**src/rtl/ising_host_seq_if.sv**
```systemverilog
// Register bus between the host sequencer and an ising_axi instance.
// The host writes one word per cycle while wready is high and drives a read address.
interface ising_host_seq_if;
  logic        wready;
  logic [31:0] wr_addr;
  logic [31:0] wdata;
  logic [31:0] araddr;
  logic [31:0] rdata;

  modport master (output wready, wr_addr, wdata, araddr, input rdata);
  modport slave  (input wready, wr_addr, wdata, araddr, output rdata);
endinterface

```
**src/rtl/ising_host_seq.sv**
```systemverilog
// Host sequencer: buffers graph edges, programs an ising_axi instance, runs it for a
// fixed time and reads the phases back into a thresholded spin vector.
module ising_host_seq #(
  parameter int          N                = 8,
  parameter int          NUM_WEIGHTS      = 3,
  parameter int          EDGE_DEPTH       = 16,
  parameter int          CUTOFF           = 4,
  parameter int          CTR_MAX          = 8,
  parameter int          RUN_CYCLES       = 600,
  parameter int          READ_LAT         = 1,
  parameter logic [31:0] START_ADDR       = 32'h0000_0000,
  parameter logic [31:0] CTR_CUTOFF_ADDR  = 32'h0000_0004,
  parameter logic [31:0] CTR_MAX_ADDR     = 32'h0000_0008,
  parameter logic [31:0] PHASE_ADDR_BASE  = 32'h0000_0100,
  parameter logic [31:0] WEIGHT_ADDR_BASE = 32'h0001_0000
) (
  input  logic                   clk,
  input  logic                   rst,
  input  logic                   start,
  input  logic                   edge_valid,
  output logic                   edge_ready,
  input  logic [$clog2(N)-1:0]   edge_i,
  input  logic [$clog2(N)-1:0]   edge_j,
  input  logic [NUM_WEIGHTS-1:0] edge_w,
  output logic                   busy,
  output logic                   done,
  output logic [N-1:0]           spins,
  ising_host_seq_if.master       bus
);
  localparam int IW = $clog2(N);
  localparam int PW = $clog2(EDGE_DEPTH);
  localparam int EW = 2 * IW + NUM_WEIGHTS;

  typedef enum logic [2:0] {IDLE, W_CUT, W_MAX, W_EDGE, RUN, STOP, READ, DONE} state_t;

  state_t        state_q;
  logic          busy_q, done_q, wready_q;
  logic [31:0]   wr_addr_q, wdata_q, araddr_q;
  logic [31:0]   cnt_q, lat_q;
  logic [IW-1:0] k_q;
  logic [N-1:0]  spins_q;

  logic [EW-1:0] fifo_mem [EDGE_DEPTH];
  logic [PW:0]   wr_ptr_q, rd_ptr_q;
  logic          full, empty, push;
  logic [EW-1:0] head;
  logic [IW-1:0] head_i, head_j, lo, hi;
  logic [NUM_WEIGHTS-1:0] head_w;
  logic [31:0]   edge_addr;

  // Extra pointer bit distinguishes a full FIFO from an empty one.
  assign full       = (wr_ptr_q[PW] != rd_ptr_q[PW]) && (wr_ptr_q[PW-1:0] == rd_ptr_q[PW-1:0]);
  assign empty      = (wr_ptr_q == rd_ptr_q);
  assign edge_ready = !busy_q && !full;
  assign push       = edge_valid && edge_ready;

  assign head      = fifo_mem[rd_ptr_q[PW-1:0]];
  assign head_i    = head[EW-1 -: IW];
  assign head_j    = head[NUM_WEIGHTS +: IW];
  assign head_w    = head[NUM_WEIGHTS-1:0];
  assign lo        = (head_i < head_j) ? head_i : head_j;
  assign hi        = (head_i < head_j) ? head_j : head_i;
  assign edge_addr = WEIGHT_ADDR_BASE + (32'(lo) << 2) + (32'(hi) << 13);

  always_ff @(posedge clk) begin
    if (push) fifo_mem[wr_ptr_q[PW-1:0]] <= {edge_i, edge_j, edge_w};
  end

  // Outputs for a state are loaded on the edge that enters it, so the bus is glitch-free.
  always_ff @(posedge clk) begin
    if (rst) begin
      state_q   <= IDLE;
      busy_q    <= 1'b0;
      done_q    <= 1'b0;
      wready_q  <= 1'b0;
      wr_addr_q <= '0;
      wdata_q   <= '0;
      araddr_q  <= '0;
      cnt_q     <= '0;
      lat_q     <= '0;
      k_q       <= '0;
      spins_q   <= '0;
      wr_ptr_q  <= '0;
      rd_ptr_q  <= '0;
    end else begin
      if (push) wr_ptr_q <= wr_ptr_q + (PW+1)'(1);
      case (state_q)
        IDLE: begin
          done_q <= 1'b0;
          if (start) begin
            state_q   <= W_CUT;
            busy_q    <= 1'b1;
            wready_q  <= 1'b1;
            wr_addr_q <= CTR_CUTOFF_ADDR;
            wdata_q   <= 32'(CUTOFF);
          end
        end
        W_CUT: begin
          state_q   <= W_MAX;
          wr_addr_q <= CTR_MAX_ADDR;
          wdata_q   <= 32'(CTR_MAX);
        end
        W_MAX, W_EDGE: begin
          if (!empty) begin
            state_q   <= W_EDGE;
            rd_ptr_q  <= rd_ptr_q + (PW+1)'(1);
            wready_q  <= (head_i != head_j);
            wr_addr_q <= edge_addr;
            wdata_q   <= 32'(head_w);
          end else begin
            state_q   <= RUN;
            wready_q  <= 1'b1;
            wr_addr_q <= START_ADDR;
            wdata_q   <= 32'd1;
            cnt_q     <= '0;
          end
        end
        RUN: begin
          // Cycle with cnt_q==0 is the START=1 write; RUN_CYCLES idle cycles follow.
          if (cnt_q == 32'(RUN_CYCLES)) begin
            state_q   <= STOP;
            wready_q  <= 1'b1;
            wr_addr_q <= START_ADDR;
            wdata_q   <= 32'd0;
          end else begin
            wready_q <= 1'b0;
            cnt_q    <= cnt_q + 32'd1;
          end
        end
        STOP: begin
          state_q  <= READ;
          wready_q <= 1'b0;
          araddr_q <= PHASE_ADDR_BASE;
          k_q      <= '0;
          lat_q    <= '0;
        end
        READ: begin
          if (lat_q == 32'(READ_LAT - 1)) begin
            spins_q[k_q] <= (bus.rdata >= 32'(CUTOFF));
            lat_q        <= '0;
            if (k_q == IW'(N - 1)) begin
              state_q <= DONE;
              done_q  <= 1'b1;
            end else begin
              k_q      <= k_q + IW'(1);
              araddr_q <= PHASE_ADDR_BASE + ((32'(k_q) + 32'd1) << 2);
            end
          end else begin
            lat_q <= lat_q + 32'd1;
          end
        end
        DONE: begin
          state_q <= IDLE;
          done_q  <= 1'b0;
          busy_q  <= 1'b0;
        end
        default: state_q <= IDLE;
      endcase
    end
  end

  assign busy        = busy_q;
  assign done        = done_q;
  assign spins       = spins_q;
  assign bus.wready  = wready_q;
  assign bus.wr_addr = wr_addr_q;
  assign bus.wdata   = wdata_q;
  assign bus.araddr  = araddr_q;
endmodule

```
**src/flat_wrapper.sv**
```systemverilog
// flat-port wrapper written by rule: the top's interface ports become plain ports
module ising_host_seq_flat 
#(
  parameter int          N                = 8,
  parameter int          NUM_WEIGHTS      = 3,
  parameter int          EDGE_DEPTH       = 16,
  parameter int          CUTOFF           = 4,
  parameter int          CTR_MAX          = 8,
  parameter int          RUN_CYCLES       = 600,
  parameter int          READ_LAT         = 1,
  parameter logic [31:0] START_ADDR       = 32'h0000_0000,
  parameter logic [31:0] CTR_CUTOFF_ADDR  = 32'h0000_0004,
  parameter logic [31:0] CTR_MAX_ADDR     = 32'h0000_0008,
  parameter logic [31:0] PHASE_ADDR_BASE  = 32'h0000_0100,
  parameter logic [31:0] WEIGHT_ADDR_BASE = 32'h0001_0000
)
  (clk, rst, start, edge_valid, edge_ready, edge_i, edge_j, edge_w, busy, done, spins, bus_wready, bus_wr_addr, bus_wdata, bus_araddr, bus_rdata);
  ising_host_seq_if bus_i ();
  input  logic clk;
  input  logic rst;
  input  logic start;
  input  logic edge_valid;
  output logic edge_ready;
  input  logic [$clog2(N)-1:0] edge_i;
  input  logic [$clog2(N)-1:0] edge_j;
  input  logic [NUM_WEIGHTS-1:0] edge_w;
  output logic busy;
  output logic done;
  output logic [N-1:0] spins;
  output wire logic [$bits(bus_i.wready)-1:0] bus_wready;
  output wire logic [$bits(bus_i.wr_addr)-1:0] bus_wr_addr;
  output wire logic [$bits(bus_i.wdata)-1:0] bus_wdata;
  output wire logic [$bits(bus_i.araddr)-1:0] bus_araddr;
  input wire logic [$bits(bus_i.rdata)-1:0] bus_rdata;
  assign bus_wready = bus_i.wready;
  assign bus_wr_addr = bus_i.wr_addr;
  assign bus_wdata = bus_i.wdata;
  assign bus_araddr = bus_i.araddr;
  assign bus_i.rdata = bus_rdata;
  ising_host_seq #(.N(N), .NUM_WEIGHTS(NUM_WEIGHTS), .EDGE_DEPTH(EDGE_DEPTH), .CUTOFF(CUTOFF), .CTR_MAX(CTR_MAX), .RUN_CYCLES(RUN_CYCLES), .READ_LAT(READ_LAT), .START_ADDR(START_ADDR), .CTR_CUTOFF_ADDR(CTR_CUTOFF_ADDR), .CTR_MAX_ADDR(CTR_MAX_ADDR), .PHASE_ADDR_BASE(PHASE_ADDR_BASE), .WEIGHT_ADDR_BASE(WEIGHT_ADDR_BASE)) u_core (.clk(clk), .rst(rst), .start(start), .edge_valid(edge_valid), .edge_ready(edge_ready), .edge_i(edge_i), .edge_j(edge_j), .edge_w(edge_w), .busy(busy), .done(done), .spins(spins), .bus(bus_i));
endmodule
```
**config.mk**
```make
export PLATFORM = sky130hd
export DESIGN_NAME = ising_host_seq_flat
export DESIGN_NICKNAME = d
export VERILOG_FILES = /design/src/rtl/ising_host_seq_if.sv /design/src/rtl/ising_host_seq.sv /design/src/flat_wrapper.sv
export SDC_FILE = /design/constraint.sdc
export NUM_CORES = 1
export LEC_CHECK = 0
export CORE_UTILIZATION = 45
export DETAILED_ROUTE_END_ITERATION = 10
export PLACE_DENSITY = 0.67
export SLEW_MARGIN = 5
export SYNTH_ARGS = -nofsm -noshare
export SYNTH_HDL_FRONTEND = slang
export SYNTH_SLANG_ARGS = --single-unit
```
**constraint.sdc**
```tcl
create_clock -name clk -period 3.68 [get_ports clk]
set_input_delay 1.104 -clock clk [delete_from_list [all_inputs] [get_ports clk]]
set_output_delay 1.104 -clock clk [all_outputs]
set_load 0.01 [all_outputs]
```
==> results by group <==
Power and ir drop
  • Sw frac: 24.3%
  • Peak VDD IR: 457 µV
  • Pwr dens: 454 nW/µm²
  • Total Power: 6.34 mW
  • Sequential power share: 48.6%
  • Power share of the combinational group: 9.4%
  • Sw Pwr: 1.54 mW
  • Clock power share: 42.1%
  • Leak Pwr: 4.71 nW
  • Cell Int Power: 4.80 mW

STA
  • Slew headroom: 27.0%
  • Final Cycle Share: 92.0%
  • Final hold violations: 0
  • Min cycle time layout: 3.38 ns
  • # setup viols final: 0
  • Max Clk Rate: 295 MHz
  • RSZ-0062 raised after global routing: no
  • Clock Skew: 0.00806 ns
  • Max-slew violations: 0
  • Post-route setup TNS: 0 ns
  • Slew of the pin with the lowest slew margin: 1.09 ns

Synth
  • Flops & latches, synth: 252
  • Yosys top cell by area: edfxtp_1
  • Synthesized cell area: 12400 µm²
  • Ys async rst share: 0%
  • YS warnings: 0
  • Post-synth EDFFs: 144
  • Sequential-to-total area share from yosys stat: 52.5%
  • Distinct cells, synth: 82
  • Post-synth top flop: edfxtp_1
  • Post-Syn Instances: 1051
  • Area share of the largest cell type after synthesis: 35.0%
  • Synth Area per Inst: 11.8 µm²
  • Top post-synthesis cells by area: edfxtp_1 (35%), dfxtp_1 (18%), mux4_2 (7.7%)

Clocking
  • TritonCTS Sinks: 252
  • Worst skew pair latency: 0.55 ns
  • Post-CTS Resized: 0
  • CTS Buf Count: 27
  • CTS Hold Bufs: 0
  • CTS tree: yes
  • Maximum buffer depth of the clock tree: 3
  • Post-CTS Setup Inserts: 0
  • Clock-pin slew on the worst setup and hold paths: 0.06 ns
  • Root buf cell: clkbuf_16
  • H-tree depth: 1

Floorplanning
  • Core area: 27000 µm²
  • Boundary Pins: 153
  • Rows: 60
  • Die height: 168 µm
  • Initial core utilization: 45.8%
  • Die area: 28100 µm²
  • Die width: 168 µm

Critical path
  • Crit-path cells: xnor2_1, and4_4, a21oi_1, clkdlybuf4s50_1
  • Critical path peak fanout: 13
  • Critical path required time: 2.58 ns
  • CP arrival: 2.28 ns
  • Critical path's largest stage delay: 0.56 ns
  • Startpoint types: register
  • CP endpoint kind: output pin
  • Crit Path Category: register to output pin
  • Reg2reg path depth: 10
  • Slowest CP cell: dfxtp_1

Finish
  • Share of cells above drive strength 1: 13.2%
  • Most frequent cells in the layout: edfxtp_1 (144), dfxtp_1 (106), nand2_1 (91), conb_1 (80), clkdlybuf4s50_1 (69)
  • Most common cell after layout, fill and taps aside: edfxtp_1
  • Nets: 1185
  • Antenna diode count: 0
  • Area grow syn2layout: 13.1%
  • Final cell count without fillers: 1486

GRT
  • Initial antenna violation count: 0
  • Gr usage total: 19.5%
  • Vias in the first global route: 8043
  • Grt ovf: 0
  • First-pass GRT wire length: 43.7 mm
  • Largest net degree at the start of global routing: 45

Routing
  • DR vias: 8413
  • Metal3 WL: 1.43 mm
  • Post-Route M1 WL: 11.8 mm
  • Met2 wire length: 13.5 mm
  • DRC: 0
  • Detail Route Antenna Nets: 0
  • Final wirelength: 27.5 mm
  • Detailed router's first-iteration violation count: 578
  • WL per Instance: 18.5 µm
  • First-pass DRT Iterations: 5
  • Vias per cell: 5.66
  • Max layer used: met4

Placed design
  • Placer Congestion: 0.811
  • DP HPWL: 17.8 mm
  • I/O Buffers: 70
  • Placed cells: 1436

Run
  • Maxcap violations: 0

Worst hold path
  • Worst hold path type: register to register
  • WHS Path Cells: 2

Run status
  • Status: finished clean
routing by layer:
layer / global-route usage [%] / up-vias
met5: 0 / -
met4: 6.30 / 0
met3: 2.53 / 49
met2: 33.6 / 263
met1: 25.5 / 4099
li1: - / 4002
synth_stat cells (all sizes together) (16+ instances only):
| library cell | count |
|---|---|
| mux4 | 42 |
| edfxtp | 144 |
| o21ai | 24 |
| nor3 | 27 |
| nand2 | 92 |
| clkbuf | 22 |
| nor2 | 56 |
| a21oi | 48 |
| mux2i | 37 |
| xnor2 | 16 |
| buf | 115 |
| nand4 | 32 |
| inv | 24 |
| nand3 | 48 |
| nand2b | 19 |
| nor4 | 28 |
| ha | 16 |
| dfxtp | 108 |
registers in the layout (all words and copies together), names as in the netlist, 2 cells and up, named ones only:
name	flops
u_core.wr_ptr_q	5
u_core.cnt_q	32
u_core.bus.wdata	4
u_core.fifo_mem	144
u_core.spins	8
u_core.k_q	2
u_core.bus.araddr	3
u_core.bus.wr_addr	7
u_core.state_q	3
u_core.rd_ptr_q	5
u_core.lat_q	32
final timing paths:
check / slack, ns / startpoint / endpoint
worst min register to register: 0.44 / u_core.bus.araddr[8] / u_core.bus.araddr[8]
worst min-delay path: 0.44 / u_core.bus.araddr[8] / u_core.bus.araddr[8]
worst max register to register: 0.45 / register / u_core.bus.wr_addr[3]
worst max-delay path: 0.30 / u_core.wr_ptr_q[2] / edge_ready
through the flow:
stage / hold slack [ns] / area, µm² / utilization (%) / setup WS [ns]
after floorplan: 0.456 / 12700 / - / 0.632
after global placement: 0.439 / 13100 / 48.6 / 0.509
after detailed placement: 0.441 / 13100 / 48.6 / 0.454
after CTS: 0.449 / 14000 / 51.8 / 0.243
after global routing: 0.470 / 14000 / 51.8 / 0.150
final: 0.444 / 14000 / 51.8 / 0.296
power by group through the flow:
| stage | registers [mW] | logic [mW] | clock network (mW) |
|---|---|---|---|
| floorplan | 3.12 | 0.465 | 0 |
| global placement | 3.14 | 0.582 | 0 |
| detailed placement | 3.14 | 0.593 | 0 |
| CTS | 3.08 | 0.597 | 2.72 |
| global route | 3.09 | 0.656 | 2.82 |
| finish | 3.08 | 0.595 | 2.67 |
worst max-delay path, delay by kind of cell, from the launching register on:
| kind | cells | cell delay [ns] |
|---|---|---|
| buffers and inverters | 1 | 0.56 |
| XOR/XNOR | 1 | 0.15 |
| AND/OR/NAND/NOR | 1 | 0.28 |
| AO/OA/AOI/OAI | 1 | 0.19 |
| flip-flops | 1 | 0.56 |
kinds of logic after synthesis:
logic type	Yosys count	share of synthesized area, %
fa+ha+maj	16	1.62
mux	81	10.8
simple gates	349	15.2
buf+inv	162	8.29
flops	252	52.5
other cells	1	0.0304
compound gates	170	10.1
xor+xnor	20	1.48
layout make-up:
class	instances	area, µm²
fillers	2321	13000
flip-flops and latches	252	6490
multi-input cells	716	5140
repair buffers	102	948
clock buffers	31	711
well taps	341	427
clock inverters	19	161
inverters	25	93.8
No activity file was read; power rests on OpenSTA's default activity.
